[config.mk]
export PLATFORM = sky130hd
export DESIGN_NAME = coef_router
export DESIGN_NICKNAME = d
export VERILOG_FILES = /design/src/rtl/coef_router_pkg.sv /design/src/rtl/coef_router_ch.sv /design/src/rtl/coef_router.sv
export SDC_FILE = /design/constraint.sdc
export NUM_CORES = 1
export LEC_CHECK = 0
export ABC_CLOCK_PERIOD_IN_PS = 7830
export CAP_MARGIN = 0
export CORE_ASPECT_RATIO = 1.4
export CORE_MARGIN = 1.5
export CORE_UTILIZATION = 39
export DETAILED_ROUTE_END_ITERATION = 10
export GPL_TIMING_DRIVEN = 0
export PLACE_DENSITY = 0.74
export SLEW_MARGIN = 0
export SYNTH_ARGS = -nofsm -noshare
export SYNTH_HDL_FRONTEND = slang
export SYNTH_SLANG_ARGS = --single-unit
[constraint.sdc]
create_clock -name iClk -period 7.83 [get_ports iClk]
set_clock_uncertainty 0.2 [all_clocks]
set_input_delay 1.566 -clock iClk [delete_from_list [all_inputs] [get_ports iClk]]
set_output_delay 1.566 -clock iClk [all_outputs]
set_load 0.01 [all_outputs]
[src/rtl/coef_router_pkg.sv]
// -----------------------------------------------------------------------------
// coef_router_pkg
// Shared definitions for the FIR control blocks:
//   - routerState_t : control state of the coefficient router (IDLE/LOAD/DONE)
//   - IDLE_*        : values a channel drives when it is not being addressed.
//                     Idle address and data are all-zero at any width, so the
//                     users write '0 for those.
// -----------------------------------------------------------------------------
package coef_router_pkg;

    typedef enum logic [1:0] {
        IDLE = 2'd0,
        LOAD = 2'd1,
        DONE = 2'd2
    } routerState_t;

    // RAM strobes are active-low, so "idle" means deasserted (high).
    localparam logic IDLE_CSN = 1'b1;
    localparam logic IDLE_WRN = 1'b1;
    localparam logic IDLE_EN  = 1'b0;

endpackage

[src/rtl/coef_router_ch.sv]
// -----------------------------------------------------------------------------
// coef_router_ch
// Output register for one filter channel. Every cycle it either captures the
// shared source values (iSel=1) or falls back to the idle values (iSel=0).
//
// Ports
//   iClk, iRst            : clock, asynchronous active-high reset
//   iSel                  : 1 = load source values, 0 = load idle values
//   iCsn, iWrn            : source RAM chip select / write strobe (active-low)
//   iAddr, iData          : source RAM address / write data
//   iEnMul, iEnAddAcc     : source datapath enables
//   oCsn .. oEnAddAcc     : registered channel outputs
// -----------------------------------------------------------------------------
module coef_router_ch
    import coef_router_pkg::*;
#(
    parameter int ADDR_W = 4,
    parameter int DATA_W = 16
) (
    input  logic              iClk,
    input  logic              iRst,
    input  logic              iSel,
    input  logic              iCsn,
    input  logic              iWrn,
    input  logic [ADDR_W-1:0] iAddr,
    input  logic [DATA_W-1:0] iData,
    input  logic              iEnMul,
    input  logic              iEnAddAcc,
    output logic              oCsn,
    output logic              oWrn,
    output logic [ADDR_W-1:0] oAddr,
    output logic [DATA_W-1:0] oData,
    output logic              oEnMul,
    output logic              oEnAddAcc
);

    always_ff @(posedge iClk or posedge iRst) begin
        if (iRst) begin
            oCsn      <= IDLE_CSN;
            oWrn      <= IDLE_WRN;
            oAddr     <= '0;
            oData     <= '0;
            oEnMul    <= IDLE_EN;
            oEnAddAcc <= IDLE_EN;
        end else if (iSel) begin
            oCsn      <= iCsn;
            oWrn      <= iWrn;
            oAddr     <= iAddr;
            oData     <= iData;
            oEnMul    <= iEnMul;
            oEnAddAcc <= iEnAddAcc;
        end else begin
            oCsn      <= IDLE_CSN;
            oWrn      <= IDLE_WRN;
            oAddr     <= '0;
            oData     <= '0;
            oEnMul    <= IDLE_EN;
            oEnAddAcc <= IDLE_EN;
        end
    end

endmodule

[src/rtl/coef_router.sv]
// -----------------------------------------------------------------------------
// coef_router
// Routes RAM control and datapath enables to NUM_CH filter channels.
//   IDLE : direct mode - the channel picked by iModuleSel (or all channels when
//          iBroadcast=1) receives the direct inputs, one cycle later.
//   LOAD : auto-load - a ready/valid coefficient stream is written to channel
//          chCnt at address adCnt, DEPTH words per channel, channels in order.
//   DONE : one cycle; the final write and oDone appear together.
//
// Ports
//   iClk, iRst                 : clock, asynchronous active-high reset
//   iModuleSel, iBroadcast     : direct-mode channel selection
//   iCsnRam, iWrnRam           : direct-mode RAM strobes (active-low)
//   iAddrRam, iWtDtRam         : direct-mode RAM address / write data
//   iEnMul, iEnAddAcc          : direct-mode datapath enables
//   iStart, iAbort             : auto-load start pulse / abort
//   iValid, iData, oReady      : auto-load coefficient stream
//   oCsnRam .. oEnAddAcc       : per-channel outputs, channel k in bit/slice k
//   oBusy, oDone               : load in progress / completion pulse
// -----------------------------------------------------------------------------
module coef_router
    import coef_router_pkg::*;
#(
    parameter  int NUM_CH = 4,
    parameter  int ADDR_W = 4,
    parameter  int DATA_W = 16,
    parameter  int DEPTH  = 10,
    localparam int SEL_W  = $clog2(NUM_CH)
) (
    input  logic                     iClk,
    input  logic                     iRst,
    input  logic [SEL_W-1:0]         iModuleSel,
    input  logic                     iBroadcast,
    input  logic                     iCsnRam,
    input  logic                     iWrnRam,
    input  logic [ADDR_W-1:0]        iAddrRam,
    input  logic [DATA_W-1:0]        iWtDtRam,
    input  logic                     iEnMul,
    input  logic                     iEnAddAcc,
    input  logic                     iStart,
    input  logic                     iAbort,
    input  logic                     iValid,
    input  logic [DATA_W-1:0]        iData,
    output logic                     oReady,
    output logic [NUM_CH-1:0]        oCsnRam,
    output logic [NUM_CH-1:0]        oWrnRam,
    output logic [NUM_CH*ADDR_W-1:0] oAddrRam,
    output logic [NUM_CH*DATA_W-1:0] oWtDtRam,
    output logic [NUM_CH-1:0]        oEnMul,
    output logic [NUM_CH-1:0]        oEnAddAcc,
    output logic                     oBusy,
    output logic                     oDone
);

    localparam logic [ADDR_W-1:0] AD_LAST = ADDR_W'(DEPTH - 1);
    localparam logic [SEL_W-1:0]  CH_LAST = SEL_W'(NUM_CH - 1);

    routerState_t      stateReg, stateNext;
    logic [SEL_W-1:0]  chCntReg, chCntNext;
    logic [ADDR_W-1:0] adCntReg, adCntNext;

    // A beat is written only when it is accepted and not overridden by abort.
    logic wrBeat;

    // Source values shared by every channel register; chSel decides per
    // channel whether it takes them or the idle values.
    logic              srcCsn;
    logic              srcWrn;
    logic [ADDR_W-1:0] srcAddr;
    logic [DATA_W-1:0] srcData;
    logic              srcEnMul;
    logic              srcEnAddAcc;
    logic [NUM_CH-1:0] chSel;

    // ---------------------------------------------------------------- state
    always_ff @(posedge iClk or posedge iRst) begin
        if (iRst) begin
            stateReg <= IDLE;
            chCntReg <= '0;
            adCntReg <= '0;
        end else begin
            stateReg <= stateNext;
            chCntReg <= chCntNext;
            adCntReg <= adCntNext;
        end
    end

    // ------------------------------------------------- next state / control
    always_comb begin
        stateNext   = stateReg;
        chCntNext   = chCntReg;
        adCntNext   = adCntReg;
        oReady      = 1'b0;
        oBusy       = 1'b0;
        oDone       = 1'b0;
        wrBeat      = 1'b0;
        srcCsn      = IDLE_CSN;
        srcWrn      = IDLE_WRN;
        srcAddr     = '0;
        srcData     = '0;
        srcEnMul    = IDLE_EN;
        srcEnAddAcc = IDLE_EN;

        unique case (stateReg)
            IDLE: begin
                srcCsn      = iCsnRam;
                srcWrn      = iWrnRam;
                srcAddr     = iAddrRam;
                srcData     = iWtDtRam;
                srcEnMul    = iEnMul;
                srcEnAddAcc = iEnAddAcc;
                if (iStart) begin
                    stateNext = LOAD;
                    chCntNext = '0;
                    adCntNext = '0;
                end
            end

            LOAD: begin
                oReady  = 1'b1;
                oBusy   = 1'b1;
                srcCsn  = 1'b0;
                srcWrn  = 1'b0;
                srcAddr = adCntReg;
                srcData = iData;
                if (iAbort) begin
                    stateNext = IDLE;
                    chCntNext = '0;
                    adCntNext = '0;
                end else if (iValid) begin
                    wrBeat = 1'b1;
                    if (adCntReg == AD_LAST) begin
                        adCntNext = '0;
                        if (chCntReg == CH_LAST) begin
                            // Last word of the last channel: the output
                            // register shows it during DONE, alongside oDone.
                            stateNext = DONE;
                            chCntNext = '0;
                        end else begin
                            chCntNext = chCntReg + 1'b1;
                        end
                    end else begin
                        adCntNext = adCntReg + 1'b1;
                    end
                end
            end

            DONE: begin
                oBusy     = 1'b1;
                oDone     = 1'b1;
                stateNext = IDLE;
            end

            default: begin
                stateNext = IDLE;
                chCntNext = '0;
                adCntNext = '0;
            end
        endcase
    end

    // ------------------------------------------------------ channel outputs
    for (genvar gi = 0; gi < NUM_CH; gi++) begin : gChannel
        assign chSel[gi] =
            ((stateReg == IDLE) && (iBroadcast || (iModuleSel == SEL_W'(gi)))) ||
            (wrBeat && (chCntReg == SEL_W'(gi)));

        coef_router_ch #(
            .ADDR_W (ADDR_W),
            .DATA_W (DATA_W)
        ) uCh (
            .iClk      (iClk),
            .iRst      (iRst),
            .iSel      (chSel[gi]),
            .iCsn      (srcCsn),
            .iWrn      (srcWrn),
            .iAddr     (srcAddr),
            .iData     (srcData),
            .iEnMul    (srcEnMul),
            .iEnAddAcc (srcEnAddAcc),
            .oCsn      (oCsnRam[gi]),
            .oWrn      (oWrnRam[gi]),
            .oAddr     (oAddrRam[gi*ADDR_W +: ADDR_W]),
            .oData     (oWtDtRam[gi*DATA_W +: DATA_W]),
            .oEnMul    (oEnMul[gi]),
            .oEnAddAcc (oEnAddAcc[gi])
        );
    end

endmodule
==> run_results.csv <==
group,metric,value,unit
status,outcome,"completed",
clock_tree,cts_tree,"yes",
timing,finalSetupViolations,0,
yosys,ys_warn_count,0,
timing,fin_crit,3.50,ns
clock_tree,worstSkewPairLatency,0.34,ns
floorplanning,core,9510,um2
worst_setup_path,crit_slowest_cell,"clkdlybuf4s50_1",
placement,placement.cell_area,5470,um2
detailed_routing,routed_via_density,4.67,
yosys,netlist_area,3820,um2
timing,slew_headroom,55.9,%
final_layout,final_nets,534,
placement,gp_congestion,0.842,
timing,timing.final.ws_setup,4.33,ns
grt,grt_pass1_wl,15000,um
clock_tree,postCtsResizedCells,0,
timing,fin_tns_setup,0,ns
grt,track_usage,19.3,%
grt,grt_overflow,0,
clock_tree,htreeDepth,3,
yosys,synth_top_cell_by_area,"dfrtp_1",
detailed_routing,wl_per_cell,15.9,um
yosys,synth.net_count,376,
yosys,syn_avg_cell_area,12.0,um2
timing,rsz0062_at_grt,"no",
worst_setup_path,start_kind,"register",
detailed_routing,wl_met3,463,um
final_layout,n_antenna_cell,0,
detailed_routing,drtIter0Drc,122,
worst_setup_path,arrival,1.73,ns
grt,grt_max_degree,55,
worst_setup_path,crit_path_end_kind,"output pin",
worst_setup_path,path_class,"reg -> out",
yosys,synth_edf_count,0,
worst_setup_path,worstPathRequired,6.06,ns
worst_setup_path,cp_max_fo,5,
detailed_routing,ant_nets,0,
final_layout,area_delta_synth_final,51.3,%
clock_tree,cts_sinks,104,
final_layout,drive_gt1_share,11.0,%
detailed_routing,route.detailed.drc,0,
clock_tree,clk_path_buf_depth,2,
clock_tree,cts_root_buffer,"clkbuf_16",
detailed_routing,wl_met1,3660,um
floorplanning,dieArea,10400,um2
yosys,yosysSeqAreaShare,68.5,%
floorplanning,rows,42,
detailed_routing,wl,9730,um
placement,port_buffers,146,
floorplanning,start_util,40.1,%
power_and_ir_drop,p_per_area,357,nW/um2
clock_tree,cts_made_buffers,9,
yosys,post-synth-top-count-cell,"dfrtp_1",
clock_tree,cts_setup_buffers,0,
detailed_routing,top_layer_used,"met4",
worst_setup_path,r2r_start,"stateReg[1]",
clock_tree,clkTransAtPathRegs,0.06,ns
placement,dpl_worst_slack,4.05,ns
yosys,syn_inst,317,
yosys,async_flop_share,100,%
yosys,synth.top_cells.by_area,"dfrtp_1, nor2_1, dfstp_2",
final_layout,final_cell_area,5770,um2
grt,grt_pass1_vias,2908,
floorplanning,die_x,86.6,um
run,maxCapViolCount,0,
min_path,hold_class,"reg -> reg",
worst_setup_path,cp_cell_sequence,"inv_1 -> ha_1 -> clkdlybuf4s50_1",
timing,worst_pin_slew,0.662,ns
min_path,min_from,"adCntReg[3]",
floorplanning,io_pins,147,
detailed_routing,firstDrtPassIters,4,
timing,finalHoldViolations,0,
floorplanning,chipHeight,120,um
worst_setup_path,startpoint,"stateReg[1]",
yosys,synth-seq-cells,104,
detailed_routing,met2_length,5220,um
yosys,synth_commonest_cells,"dfrtp_1, nor2_1, a22oi_1",
power_and_ir_drop,p_leak,2.64,nW
yosys,synth_top_area_share,63.0,%
clock_tree,cts_hold_buf,0,
yosys,ys_types,30,
timing,post-route-period-util,44.6,%
timing,drv_slew,0,
final_layout,post-route-util,60.7,%
grt,antenna_found_initial,0,
timing,max_freq,286,MHz
power_and_ir_drop,ir_drop,172,uV
detailed_routing,vias,2858,
worst_setup_path,crit_path_max_incr_delay,0.59,ns
yosys,synthFlopType,"dfrtp_1",
placement,dp_hpwl,7260,um
layer usage:
layer	track usage [%]	vias up
li1	-	1329
met5	0	-
met2	34.4	110
met4	9.78	0
met3	4.06	23
met1	21.4	1396
through the flow:
stage | cells | power (mW) | hold WS (ns)
3_3_place_gp | 595 | 1.62 | 0.332
6_report | 612 | 2.06 | 0.362
5_1_grt | 612 | 2.18 | 0.392
4_1_cts | 612 | 2.09 | 0.363
2_1_floorplan | 317 | 1.17 | 0.307
3_5_place_dp | 596 | 1.64 | 0.347
flip-flops by register name (all words and copies together) (netlist names):
register and flops:
gChannel.uCh.oAddr 16, gChannel.uCh.oEnMul 4, stateReg 2, chCntReg 2, gChannel.uCh.oCsn 4, gChannel.uCh.oWrn 4, gChannel.uCh.oEnAddAcc 4, adCntReg 4
gChannel.uCh.oData 64
power breakdown:
group / switching [mW] / internal [mW] / total, mW
Sequential: 0.0559 / 0.706 / 0.762
Clock: 0.199 / 0.239 / 0.437
Combinational: 0.443 / 0.420 / 0.863
Total: 0.698 / 1.36 / 2.06
area by class of cell:
class | count | area (um2)
plain buffers | 30 | 183
well taps | 132 | 165
multi-input cells | 174 | 987
repair buffers | 147 | 1490
fillers | 787 | 3740
inverters | 9 | 36.3
clock inverters | 5 | 47.5
flip-flops and latches | 104 | 2610
clock buffers | 11 | 253
cells in the final DEF, fill, tap and decap left out:
master / n
buf_2: 8
o22a_1: 1
nand3_1: 1
buf_1: 1
a21oi_1: 4
mux2i_1: 2
o2bb2ai_1: 1
dfrtp_1: 96
nor3_1: 1
nand2b_1: 11
and3b_1: 1
inv_8: 2
o21bai_1: 2
clkdlybuf4s50_1: 146
nor2_1: 90
clkinv_4: 2
buf_16: 1
a31oi_1: 1
clkinvlp_4: 1
clkbuf_8: 2
a21o_1: 5
buf_4: 16
ha_1: 11
inv_4: 1
nand2_1: 9
mux2_2: 2
o31ai_1: 1
dfstp_2: 8
nor3b_1: 1
o21ai_0: 2
clkbuf_1: 5
a22oi_1: 17
inv_1: 8
nor4b_1: 1
nor3_4: 1
clkbuf_16: 9
nor2b_1: 2
a32oi_1: 7
cell families (layout without fill, tap and decap cells):
logic type | after synthesis | count (layout) | synth area share [%]
adders and majority gates | 11 | 11 | 3.61
AOI/OAI and AO/OA | 41 | 41 | 7.93
and+or+nand+nor | 118 | 118 | 13.2
DFF | 104 | 104 | 68.5
muxes | 4 | 4 | 1.11
buffers and inverters | 39 | 202 | 5.67
path summary, 6_finish.rpt:
kind	endpoint	slack, ns	cells past startpoint
setup reg to reg	gChannel[0].uCh.oData[8]	5.43	6
min in group asynchronous	gChannel[2].uCh.oData[4]	1.47	2
max in group asynchronous	adCntReg[0]	5.28	3
hold / removal	adCntReg[3]	0.36	1
hold reg to reg	adCntReg[3]	0.36	1
setup / recovery	oReady	4.33	3
worst max-delay path, delay by kind of cell, from the launching register on:
family     cells  cell delay, ns
buf+inv        2            0.72
fa+ha+maj      1            0.27
flops          1            0.40
(Power assumes the default switching activity.)
